File: config.mk
export PLATFORM = sky130hd
export DESIGN_NAME = quotient_bcd_converter
export DESIGN_NICKNAME = d
export VERILOG_FILES = /design/src/rtl/div_pkg.sv /design/src/rtl/bcd_add3_digit.sv /design/src/rtl/quotient_bcd_converter.sv
export SDC_FILE = /design/constraint.sdc
export NUM_CORES = 1
export LEC_CHECK = 0
export BUFFER_PORTS_ARGS = -buffer_cell sky130_fd_sc_hd__buf_4
export CAP_MARGIN = 10
export CORE_UTILIZATION = 35
export CTS_BUF_LIST = sky130_fd_sc_hd__clkbuf_4 sky130_fd_sc_hd__clkbuf_8 sky130_fd_sc_hd__clkbuf_16
export DETAILED_ROUTE_END_ITERATION = 10
export PLACE_DENSITY = 0.66
export SYNTH_ARGS = -nofsm -noshare
export SYNTH_HDL_FRONTEND = slang
export SYNTH_SLANG_ARGS = --single-unit
File: constraint.sdc
create_clock -name clk -period 3.4 [get_ports clk]
set_clock_uncertainty 0.05 [all_clocks]
set_input_delay 0.34 -clock clk [delete_from_list [all_inputs] [get_ports clk]]
set_output_delay 0.34 -clock clk [all_outputs]
set_load 0.05 [all_outputs]
File: src/rtl/div_pkg.sv
// Shared constants and types for the divider and its downstream
// quotient-to-BCD converter.
package div_pkg;
  localparam int N_DEF      = 32;
  localparam int DIGITS_DEF = 10;

  typedef enum logic [1:0] {IDLE, SHIFT, DONE} state_t;

  // Width of a field that counts 0..digits
  function automatic int ndig_w(input int digits);
    return $clog2(digits + 1);
  endfunction
endpackage

File: src/rtl/bcd_add3_digit.sv
// Double-dabble correction for one BCD digit: add 3 when the digit is 5 or more.
module bcd_add3_digit (
  input  logic [3:0] d,
  output logic [3:0] q
);
  assign q = (d >= 4'd5) ? d + 4'd3 : d;
endmodule

File: src/rtl/quotient_bcd_converter.sv
// Sequential double-dabble: accepts one quotient/remainder pair and converts
// the quotient to packed BCD one bit per clock; the remainder passes through.
module quotient_bcd_converter
  import div_pkg::*;
#(
  parameter int N      = N_DEF,
  parameter int DIGITS = DIGITS_DEF
) (
  input  logic                          clk,
  input  logic                          rst_n,
  input  logic                          in_valid,
  output logic                          in_ready,
  input  logic [N-1:0]                  quotient,
  input  logic [N-1:0]                  remainder,
  output logic                          out_valid,
  input  logic                          out_ready,
  output logic [4*DIGITS-1:0]           bcd,
  output logic [ndig_w(DIGITS)-1:0]     ndigits,
  output logic [N-1:0]                  rem_out
);
  localparam int CW  = $clog2(N + 1);
  localparam int NDW = ndig_w(DIGITS);

  state_t              state, state_nx;
  logic [N-1:0]        bin;
  logic [CW-1:0]       cnt;
  logic [4*DIGITS-1:0] adj;

  for (genvar g = 0; g < DIGITS; g++) begin : g_add3
    bcd_add3_digit u_add3 (.d(bcd[4*g +: 4]), .q(adj[4*g +: 4]));
  end

  assign in_ready  = (state == IDLE);
  assign out_valid = (state == DONE);

  always_ff @(posedge clk or negedge rst_n) begin
    if (!rst_n) state <= IDLE;
    else        state <= state_nx;
  end

  always_comb begin
    state_nx = state;
    unique case (state)
      IDLE:  if (in_valid)               state_nx = SHIFT;
      SHIFT: if (cnt == CW'(N - 1))      state_nx = DONE;
      DONE:  if (out_ready)              state_nx = IDLE;
      default:                           state_nx = IDLE;
    endcase
  end

  // Add-3 happens on the current digits, then the whole {bcd, bin} shifts left.
  always_ff @(posedge clk or negedge rst_n) begin
    if (!rst_n) begin
      bin     <= '0;
      bcd     <= '0;
      cnt     <= '0;
      rem_out <= '0;
    end else begin
      unique case (state)
        IDLE: if (in_valid) begin
          bin     <= quotient;
          rem_out <= remainder;
          bcd     <= '0;
          cnt     <= '0;
        end
        SHIFT: begin
          bcd <= {adj[4*DIGITS-2:0], bin[N-1]};
          bin <= {bin[N-2:0], 1'b0};
          cnt <= cnt + 1'b1;
        end
        default: ;
      endcase
    end
  end

  // Highest nonzero digit wins; an all-zero value still reports one digit.
  always_comb begin
    ndigits = NDW'(1);
    for (int i = 0; i < DIGITS; i++)
      if (bcd[4*i +: 4] != 4'd0) ndigits = NDW'(i + 1);
  end
endmodule

# Word-level counts from Yosys, hierarchy flattened
# Cells that the tools add are included.
[word_totals]
word_cells = 75
out_inout_bits = 78
reg_bits = 112
input_bits = 68
[op_classes]
n_lt_le_gt_ge = 10
add_sub_neg = 11
muxes = 29
eq_ne = 6
n_reduce_logical = 14
[ops]
columns = ["cell", "n"]
rows = [
  ["40-bit case mux with 2 select lines", 1],
  ["32-bit case mux with 2 select lines", 1],
  ["4-bit 2-to-1 mux", 15],
  ["4-bit by 3-bit >= comparator with 1-bit output, second input constant", 10],
  ["40-bit 2-to-1 mux", 1],
  ["4-bit by 2-bit adder with 4-bit output, second input constant", 9],
  ["4-bit nonzero test", 9],
  ["32-bit 2-to-1 mux", 1],
  ["6-bit case mux with 2 select lines", 1],
  ["2-bit 2-to-1 mux", 5],
  ["6-bit by 1-bit adder with 6-bit output, second input constant", 1],
  ["6-bit by 5-bit == test with 1-bit output, second input constant", 1],
  ["3-bit 2-to-1 mux", 2],
  ["6-bit 2-to-1 mux", 1],
  ["2-bit case mux with 3 select lines", 1],
  ["2-bit inequality test, second input constant", 2],
  ["2-bit AND reduction", 2],
  ["3-bit by 2-bit adder with 3-bit output, second input constant", 1],
  ["3-bit AND reduction", 1],
  ["2-bit by 1-bit == test with 1-bit output, second input constant", 1],
  ["2-bit == test, second input constant", 1],
  ["2-bit zero test", 1],
  ["2-bit by 1-bit inequality test with 1-bit output, second input constant", 1],
  ["2-bit nonzero test", 1],
]

# Depth between registers and ports, before layout
# Gate-level depths: netlist of run 1.
[logic_depth]
word_depth = 10
mapped_depth = 6
depth_no_buf = 6

# Cells and area by module
# From an unflattened synthesis of run 1, not the netlist that was laid out.
[hier_totals]
hier_cells = 674
area_unflattened_um2 = 5606.6
[by_module_without_submodules]
columns = ["mod", "area_per_inst_um2", "seq_area_each_um2", "instances", "cells_per_inst"]
rows = [
  ["quotient_bcd_converter", 4593.2, 2802.7, 1, 514],
  ["bcd_add3_digit", 101.3, 0.0, 10, 16],
]

# Least setup slack after synthesis of run 1
# No wires, ideal clock.
[synth_timing]
path_kind = "reg-to-output"
from = "reg bcd[32]"
to = "out ndigits[2]"
slack_ns = 0.236
required_time_ns = 3.010
stages_incl_launch_ff = 6
arrival_time_ns = 2.774
path_buffers = 0
cell_sequence = "dfrtp_1 inv_1 ha_1 nor3b_1 nand3_1 a31oi_1"
[synth_via]
elab_chain_len = 3
[synth_rtl]
columns = ["item", "line_no", "text"]
rows = [
  ["start: declaration", "quotient_bcd_converter.sv:17", "output logic [4*DIGITS-1:0] bcd,"],
  ["start signal: assignment", "quotient_bcd_converter.sv:67", "bcd <= {adj[4*DIGITS-2:0], bin[N-1]};"],
  ["4-bit nonzero test", "quotient_bcd_converter.sv:80", "if (bcd[4*i +: 4] != 4'd0) ndigits = NDW'(i + 1);"],
  ["4-bit 2-to-1 mux (2 in series)", "quotient_bcd_converter.sv:80", ""],
  ["end: declaration", "quotient_bcd_converter.sv:18", "output logic [ndig_w(DIGITS)-1:0] ndigits,"],
]
# Every way passes these cells.

# Worst setup path after layout of run 1
[layout_timing]
from = "reg bcd[36]"
to = "out ndigits[2]"
[layout_via]
elab_chain_len = 2
[layout_rtl]
columns = ["item", "line_no"]
rows = [
  ["4-bit nonzero test", "quotient_bcd_converter.sv:80"],
  ["4-bit 2-to-1 mux", "quotient_bcd_converter.sv:80"],
]
# Every way passes these cells.

==> results.rst, run 1 <==
.. list-table::
   :header-rows: 1

   * - Metric
     - Value
   * - Leading cell types by total area after synthesis
     - sky130_fd_sc_hd__dfrtp_1 51%, sky130_fd_sc_hd__nand2_1 8.0%, sky130_fd_sc_hd__ha_1 4.8%
   * - CP Max Fanout
     - 4
   * - Largest net degree at the start of global routing
     - 113
   * - Worst reg2reg startpoint
     - state[0]
   * - Core Footprint
     - 0.0153 mm^2
   * - Number of sinks handled by clock tree synthesis
     - 112
   * - Initial core utilization
     - 35.9%
   * - Reg-to-reg endpoint
     - rem_out[28]
   * - Number of buffers inserted by port buffering
     - 145
   * - Proportion of synthesized chip area in sequential cells
     - 51.1%
   * - Status
     - finished, final reports clean
   * - Highest ir drop seen on vdd
     - 0.000644 V
   * - Worst EP required
     - 3.01 ns
   * - Final Slew Violations
     - 0
   * - Worst max-slew margin expressed relative to the limit
     - 29.0%
   * - Hold Buf Count CTS
     - 0
   * - DR DRC count
     - 0
   * - Die height
     - 127 um
   * - Total number of placement rows
     - 45
   * - FILL cells
     - 1430
   * - GRT Total Usage
     - 17.0%
   * - Unrepaired setup endpoints after global routing
     - false
   * - Total routed wirelength
     - 13.2 mm
   * - Synthesized area divided by synthesized cell count
     - 9.62 um^2
   * - Width of the die
     - 127 um
   * - Maximum achievable frequency
     - 383 MHz
   * - Net total in the final layout
     - 790
   * - Clock period minus final worst setup slack
     - 2.61 ns
   * - Worst slew pin tran
     - 1.06 ns
   * - Synthesized cell area
     - 0.00548 mm^2
   * - Clock Latency Late Sink
     - 0.35 ns
   * - Worst endpoint data arrival time
     - 2.22 ns
   * - Pwr per Cell Area
     - 704 mW/mm^2
   * - Initial antenna violation count
     - 0
   * - Portion of synthesized cell area occupied by the leading cell type
     - 51.1%
   * - Share of synthesized flip-flops with an asynchronous set or reset
     - 100%
   * - Starting DRC count in detailed routing
     - 253
   * - Post-Place Cells
     - 901
   * - Setup tns final
     - 0 ns
   * - Global-route wire length before repair
     - 21.8 mm
   * - Fraction of final layout cells sized beyond drive strength 1
     - 27.1%
   * - Number of cells traversed by the worst register-to-register path
     - 5
   * - Count of antenna diodes in the layout
     - 0
   * - Average wire per cell in the routed design
     - 14.4 um
   * - Net count after synthesis
     - 659
   * - H-tree level count
     - 3
   * - Detailed placer's ending HPWL
     - 9.00 mm
   * - P_leak
     - 3.50 nW
   * - Multiplexer area fraction after synthesis
     - 2.05%
   * - Compound-Gate Fraction of Synth Area
     - 14.8%
   * - Primary flip-flop cell chosen by synthesis mapping
     - sky130_fd_sc_hd__dfrtp_1
   * - Dominant combinational cell family by area after synthesis
     - simple AND/OR/NAND/NOR gates
   * - Period utilization
     - 76.7%
   * - Kind of start point of the critical path
     - flop
   * - Class of the most critical setup path
     - reg -> out
   * - Vias per Instance
     - 4.91
   * - Layout area overhead
     - 27.0%
   * - Number of instances in the synthesized netlist
     - 570
   * - TritonRoute pass-1 iters
     - 4
   * - Flip-flop and latch count after synthesis
     - 112
   * - Count of maximum capacitance violations
     - 0
   * - Class of the most critical hold timing path
     - in -> async
   * - Area fraction in and, or, nand and nor cells after synthesis
     - 18.4%
   * - Post CTS Setup Buffer Count
     - 0
   * - Gr ovfl total
     - 0
   * - Adder-cell share of the synthesized area
     - 4.79%
   * - Post-synthesis xor/xnor area fraction
     - 3.20%
   * - Clock Tree Root
     - sky130_fd_sc_hd__clkbuf_16
   * - Maximum count of clock buffers along a single path
     - 2
   * - Routed vias
     - 4507
   * - Hold violation count in the final report
     - 0
   * - Post-synth EDFFs
     - 0
   * - Number of buffers created by CTS
     - 9
   * - Count of nets left with antenna violations after detail routing
     - 0
   * - CTS tree
     - done
   * - Overall power
     - 0.00490 W
   * - Crit path capture type
     - output pin
   * - Die area
     - 0.0162 mm^2
   * - Post-synthesis cell type count
     - 34
   * - Yosys warning count
     - 0
   * - Flop2flop setup slack
     - 1.35 ns
   * - Clock Pin Slew Worst Setup and Hold Paths
     - 0.08 ns
   * - Vias in the first global route
     - 4402
   * - Number of gates resized after cts
     - 0
   * - Number of primary I/O pins
     - 146
   * - Biggest area consumer among synthesized cells
     - sky130_fd_sc_hd__dfrtp_1
   * - Post-route insts no fill
     - 917
   * - Final GP Congestion
     - 0.782
   * - Final setup viols
     - 0
==> worst max-delay path, stage by stage, from the launching register on <==
cell	delay, ns
sky130_fd_sc_hd__dfrtp_1	0.42
sky130_fd_sc_hd__inv_1	0.11
sky130_fd_sc_hd__ha_1	0.22
sky130_fd_sc_hd__nor3b_1	0.44
sky130_fd_sc_hd__nand3_1	0.18
sky130_fd_sc_hd__a31oi_1	0.25
sky130_fd_sc_hd__buf_4	0.24
==> synthesized netlist by cell type, drive strengths merged, types with 7 or more instances <==
library cell  instances
mux2                 10
dfrtp               112
nor3b                 7
o22ai                31
nor2                 66
o31ai                12
xor2                  9
a32o                 10
ha                   21
a21oi                12
inv                  22
o21ai                40
o32ai                 9
buf                  30
nand3                23
xnor2                11
nand2               118
nand2b               11
==> layer usage <==
layer	track usage (%)	vias up	wire, um
met4	7.14	0	291
met3	3.14	22	530
met1	21.3	2177	5780
li1	-	2203	-
met5	0	-	0
met2	29.0	105	6650
==> placed cells by master (no fill, tap or decap), types with 11 or more instances in the layout <==
master,synthesis,routed
sky130_fd_sc_hd__o21ai_0,35,35
sky130_fd_sc_hd__buf_4,9,151
sky130_fd_sc_hd__nand3_1,23,23
sky130_fd_sc_hd__nand2_1,117,117
sky130_fd_sc_hd__ha_1,21,21
sky130_fd_sc_hd__nor2_1,66,66
sky130_fd_sc_hd__inv_1,22,22
sky130_fd_sc_hd__a21oi_1,12,12
sky130_fd_sc_hd__dfrtp_1,112,112
sky130_fd_sc_hd__xnor2_1,11,11
sky130_fd_sc_hd__o22ai_1,31,31
==> worst max-delay path by stage <==
stage                 start    endpoint  slack [ns]  cells after the start
floorplan           bcd[32]  ndigits[2]        0.24                      5
global placement     bcd[4]  ndigits[0]        1.23                      7
detailed placement  bcd[36]  ndigits[2]        1.19                      6
CTS                 bcd[36]  ndigits[2]        0.78                      6
global route        bcd[36]  ndigits[2]        0.65                      6
finish              bcd[36]  ndigits[2]        0.79                      6
==> cells by family after synthesis <==
family | Yosys count
flops | 112
simple gates | 232
mux | 10
buf+inv | 54
compound gates | 121
xor+xnor | 20
fa+ha+maj | 21
==> power breakdown <==
part	internal [W]	total (W)	switching, W
sequential	0.00153	0.00181	0.000279
combinational	0.000761	0.00208	0.00132
clock	0.000524	0.00101	0.000490
total	0.00281	0.00490	0.00209
==> registers in the layout, summed over array words and instances (netlist names) <==
name     flops
cnt          6
bcd         40
rem_out     32
bin         32
state        2
==> final cells by class <==
type,count,area (um^2),share of cell area (%)
Tap cell,211,264,3.79
Multi-Input combinational cell,404,2380,34.2
Sequential cell,112,2800,40.3
Clock buffer,11,246,3.54
Inverter,22,82.6,1.19
Timing Repair Buffer,152,1150,16.6
Clock inverter,5,32.5,0.467
==> per-stage QoR <==
step	util (%)	area [um^2]	worst slack [ns]	hold slack, ns
finish	45.6	6960	0.791	0.0123
floorplan	-	5480	0.236	-0.00559
global route	45.6	6960	0.654	0.0548
CTS	45.6	6960	0.781	0.0435
detailed placement	43.8	6680	1.19	0.413
global placement	43.8	6680	1.23	0.409
Note: power is estimated with default switching activity, not from simulation.
==> run 2, diff against run 1 <==
--- a/config.mk
+++ b/config.mk
@@ -10,7 +10,7 @@
 export CORE_UTILIZATION = 35
 export CTS_BUF_LIST = sky130_fd_sc_hd__clkbuf_4 sky130_fd_sc_hd__clkbuf_8 sky130_fd_sc_hd__clkbuf_16
 export DETAILED_ROUTE_END_ITERATION = 10
-export PLACE_DENSITY = 0.66
+export PLACE_DENSITY = 0.68
 export SYNTH_ARGS = -nofsm -noshare
 export SYNTH_HDL_FRONTEND = slang
 export SYNTH_SLANG_ARGS = --single-unit
==> constraint.sdc (replaced) <==
create_clock -name clk -period 2.2 [get_ports clk]
set_clock_uncertainty 0.05 [all_clocks]
set_input_delay 0.22 -clock clk [delete_from_list [all_inputs] [get_ports clk]]
set_output_delay 0.22 -clock clk [all_outputs]
set_load 0.05 [all_outputs]
==> run 2 against run 1 <==
  * First-iteration DRC count decreased by 26%
  * Core utilization is 5.3 points higher
  * Register-to-register slack lost 1.2 ns
  * Total power grew 72%
==> results.rst, run 2 (synthesis gave the netlist of run 1 again) <==
.. list-table::
   :header-rows: 1

   * - Metric
     - Value
   * - Sum of routed wire segments on met1
     - 6.71 mm
   * - Critical path buffers and inverters
     - 2
   * - Period utilization
     - 99.8%
   * - P_leak
     - 3.82 nW
   * - Maximum achievable frequency
     - 456 MHz
   * - Met3 routed WL
     - 696 um
   * - Clock Pin Slew Worst Setup and Hold Paths
     - 0.07 ns
   * - Global-route wire length before repair
     - 23.2 mm
   * - Highest metal used
     - met4
   * - Detailed placer's ending HPWL
     - 9.22 mm
   * - FILL cells
     - 1382
   * - Number of flip-flops in the largest register
     - 40
   * - Commonest non-fill, non-tap cell in the layout
     - sky130_fd_sc_hd__buf_4
   * - Top library cells by usage in the layout, fill and taps aside
     - 177 x sky130_fd_sc_hd__buf_4, 117 x sky130_fd_sc_hd__nand2_1, 108 x sky130_fd_sc_hd__dfrtp_1
   * - Routed vias
     - 4699
   * - GRT Total Usage
     - 18.2%
   * - Vias in the first global route
     - 4543
   * - Worst endpoint data arrival time
     - 1.92 ns
   * - Final Slew Violations
     - 0
   * - Fraction of the core area covered by cells at the end of the flow
     - 50.9%
   * - Final setup viols
     - 0
   * - Initial antenna violation count
     - 0
   * - DR DRC count
     - 0
   * - Gr ovfl total
     - 0
   * - Layout area overhead
     - 41.7%
   * - Kind of start point of the critical path
     - flop
   * - Class of the most critical hold timing path
     - in -> reg
   * - Cell family with most CP delay
     - flip-flops
   * - Largest registers
     - bcd x40, bin x32, rem_out x32
   * - Status
     - finished, final reports clean
   * - Net total in the final layout
     - 847
   * - CTS tree
     - done
   * - Total number of placement rows
     - 45
   * - Count of nets left with antenna violations after detail routing
     - 0
   * - Crit path capture type
     - output pin
   * - Core Footprint
     - 0.0153 mm^2
   * - Unrepaired setup endpoints after global routing
     - true
   * - Clock Tree Root
     - sky130_fd_sc_hd__clkbuf_16
   * - Overall power
     - 0.00844 W
   * - Total routed wirelength
     - 14.2 mm
   * - Worst EP required
     - 1.93 ns
   * - Starting DRC count in detailed routing
     - 187
   * - Critical path cell sequence
     - inv_2 > ha_4 > or3b_4 > a21oi_4 > o21ai_2 > a31oi_4 > buf_6
   * - Class of the most critical setup path
     - reg -> out
   * - Top register by number of flip-flops
     - bcd
   * - Width of the die
     - 127 um
   * - Post-Place Cells
     - 914
   * - Worst slew pin tran
     - 0.581 ns
   * - Clock Latency Late Sink
     - 0.35 ns
   * - Highest ir drop seen on vdd
     - 0.000601 V
   * - Die area
     - 0.0162 mm^2
   * - Hold violation count in the final report
     - 0
   * - Setup tns final
     - 0 ns
   * - Number of sinks handled by clock tree synthesis
     - 112
   * - TritonRoute pass-1 iters
     - 4
   * - Post-route insts no fill
     - 974
   * - Count of antenna diodes in the layout
     - 0
   * - Pwr per Cell Area
     - 1090 mW/mm^2
   * - Length of routed met2 wiring
     - 6.75 mm
   * - Number of buffers inserted by port buffering
     - 145
   * - Vias per Instance
     - 4.82
   * - Count of maximum capacitance violations
     - 0
   * - CP Max Fanout
     - 2
   * - Fraction of final layout cells sized beyond drive strength 1
     - 34.3%
   * - Final GP Congestion
     - 0.755
   * - Clock period minus final worst setup slack
     - 2.19 ns
   * - H-tree level count
     - 3
   * - Average wire per cell in the routed design
     - 14.6 um
   * - Maximum count of clock buffers along a single path
     - 2
   * - Number of primary I/O pins
     - 146
   * - Worst max-slew margin expressed relative to the limit
     - 61.2%
   * - Initial core utilization
     - 35.9%
   * - Largest net degree at the start of global routing
     - 44
   * - Slowest library cell on the worst path
     - sky130_fd_sc_hd__dfrtp_2
   * - Die height
     - 127 um
   * - Longest individual stage delay on the worst path
     - 0.41 ns
   * - Number of buffers created by CTS
     - 9
[run 2: cell count changes in the layout (fill, tap and decap cells not counted), sizes merged]
cell / before / now
buf: 152 / 185
clkinvlp: 3 / 0
clkbuf: 11 / 12
bufinv: 0 / 1
clkinv: 2 / 3
dlygate4sd3: 0 / 24
[run 2: path summary, 6_finish.rpt]
kind / end / start / slack, ns / depth (start not counted)
max: ndigits[0] / bcd[13] / 0.005 / 7
min: rem_out[21] / remainder[21] / 0.02 / 3
max reg2reg: bcd[14] / bcd[12] / 0.16 / 7
min reg2reg: rem_out[0] / rem_out[0] / 0.43 / 2
max in group asynchronous: bcd[1] / rst_n / 1.05 / 3
min in group asynchronous: bcd[11] / rst_n / 0.36 / 2
[run 2: what timing repair did]
item / CTS / global route
endpoints found under the hold margin: 61 / 1
hold buffers: 23 / 1
pin swaps: 5 / 10
gates resized for setup: 33 / 11
endpoints found under the setup margin: 3 / 3
buffers inserted: 10 / 10
[run 2: where the power goes]
part	internal (W)	switching [W]	leakage [nW]
Clock	0.000962	0.000756	0.156
Sequential	0.00237	0.000442	1.45
Combinational	0.00159	0.00232	2.22
Total	0.00492	0.00352	3.82
[run 2: layer usage]
metal	up-vias	track usage, %
met5	-	0
met4	0	3.43
met3	4	5.23
met2	111	29.6
met1	2261	24.2
li1	2323	-
[run 2: per-stage QoR]
step / worst slack, ns / hold slack [ns] / instance area, um^2
6_report: 0.00541 / 0.0158 / 7770
2_1_floorplan: -0.0362 / -0.126 / 5570
3_3_place_gp: 0.181 / 0.200 / 6900
5_1_grt: -0.0677 / 0.00161 / 7770
4_1_cts: -0.0309 / 0.000181 / 7640
3_5_place_dp: 0.0941 / 0.204 / 6900
[run 2: cell type report]
cell class / count / area, um^2 / share of cell area (%)
flip-flops and latches: 112 / 2810 / 36.1
inverters: 22 / 85.1 / 1.10
repair buffers: 209 / 1690 / 21.8
clock buffers: 12 / 260 / 3.35
well taps: 211 / 264 / 3.40
clock inverters: 4 / 52.6 / 0.676
multi-input cells: 404 / 2610 / 33.5
[run 2: worst register-to-register path, stage by stage, from the launching register on]
cell and delay [ns]:
sky130_fd_sc_hd__dfrtp_2 0.41, sky130_fd_sc_hd__buf_4 0.13, sky130_fd_sc_hd__buf_4 0.14, sky130_fd_sc_hd__ha_1 0.18, sky130_fd_sc_hd__nand2b_1 0.14, sky130_fd_sc_hd__a21oi_1 0.35, sky130_fd_sc_hd__mux2_2 0.38, sky130_fd_sc_hd__o21ai_0 0.18
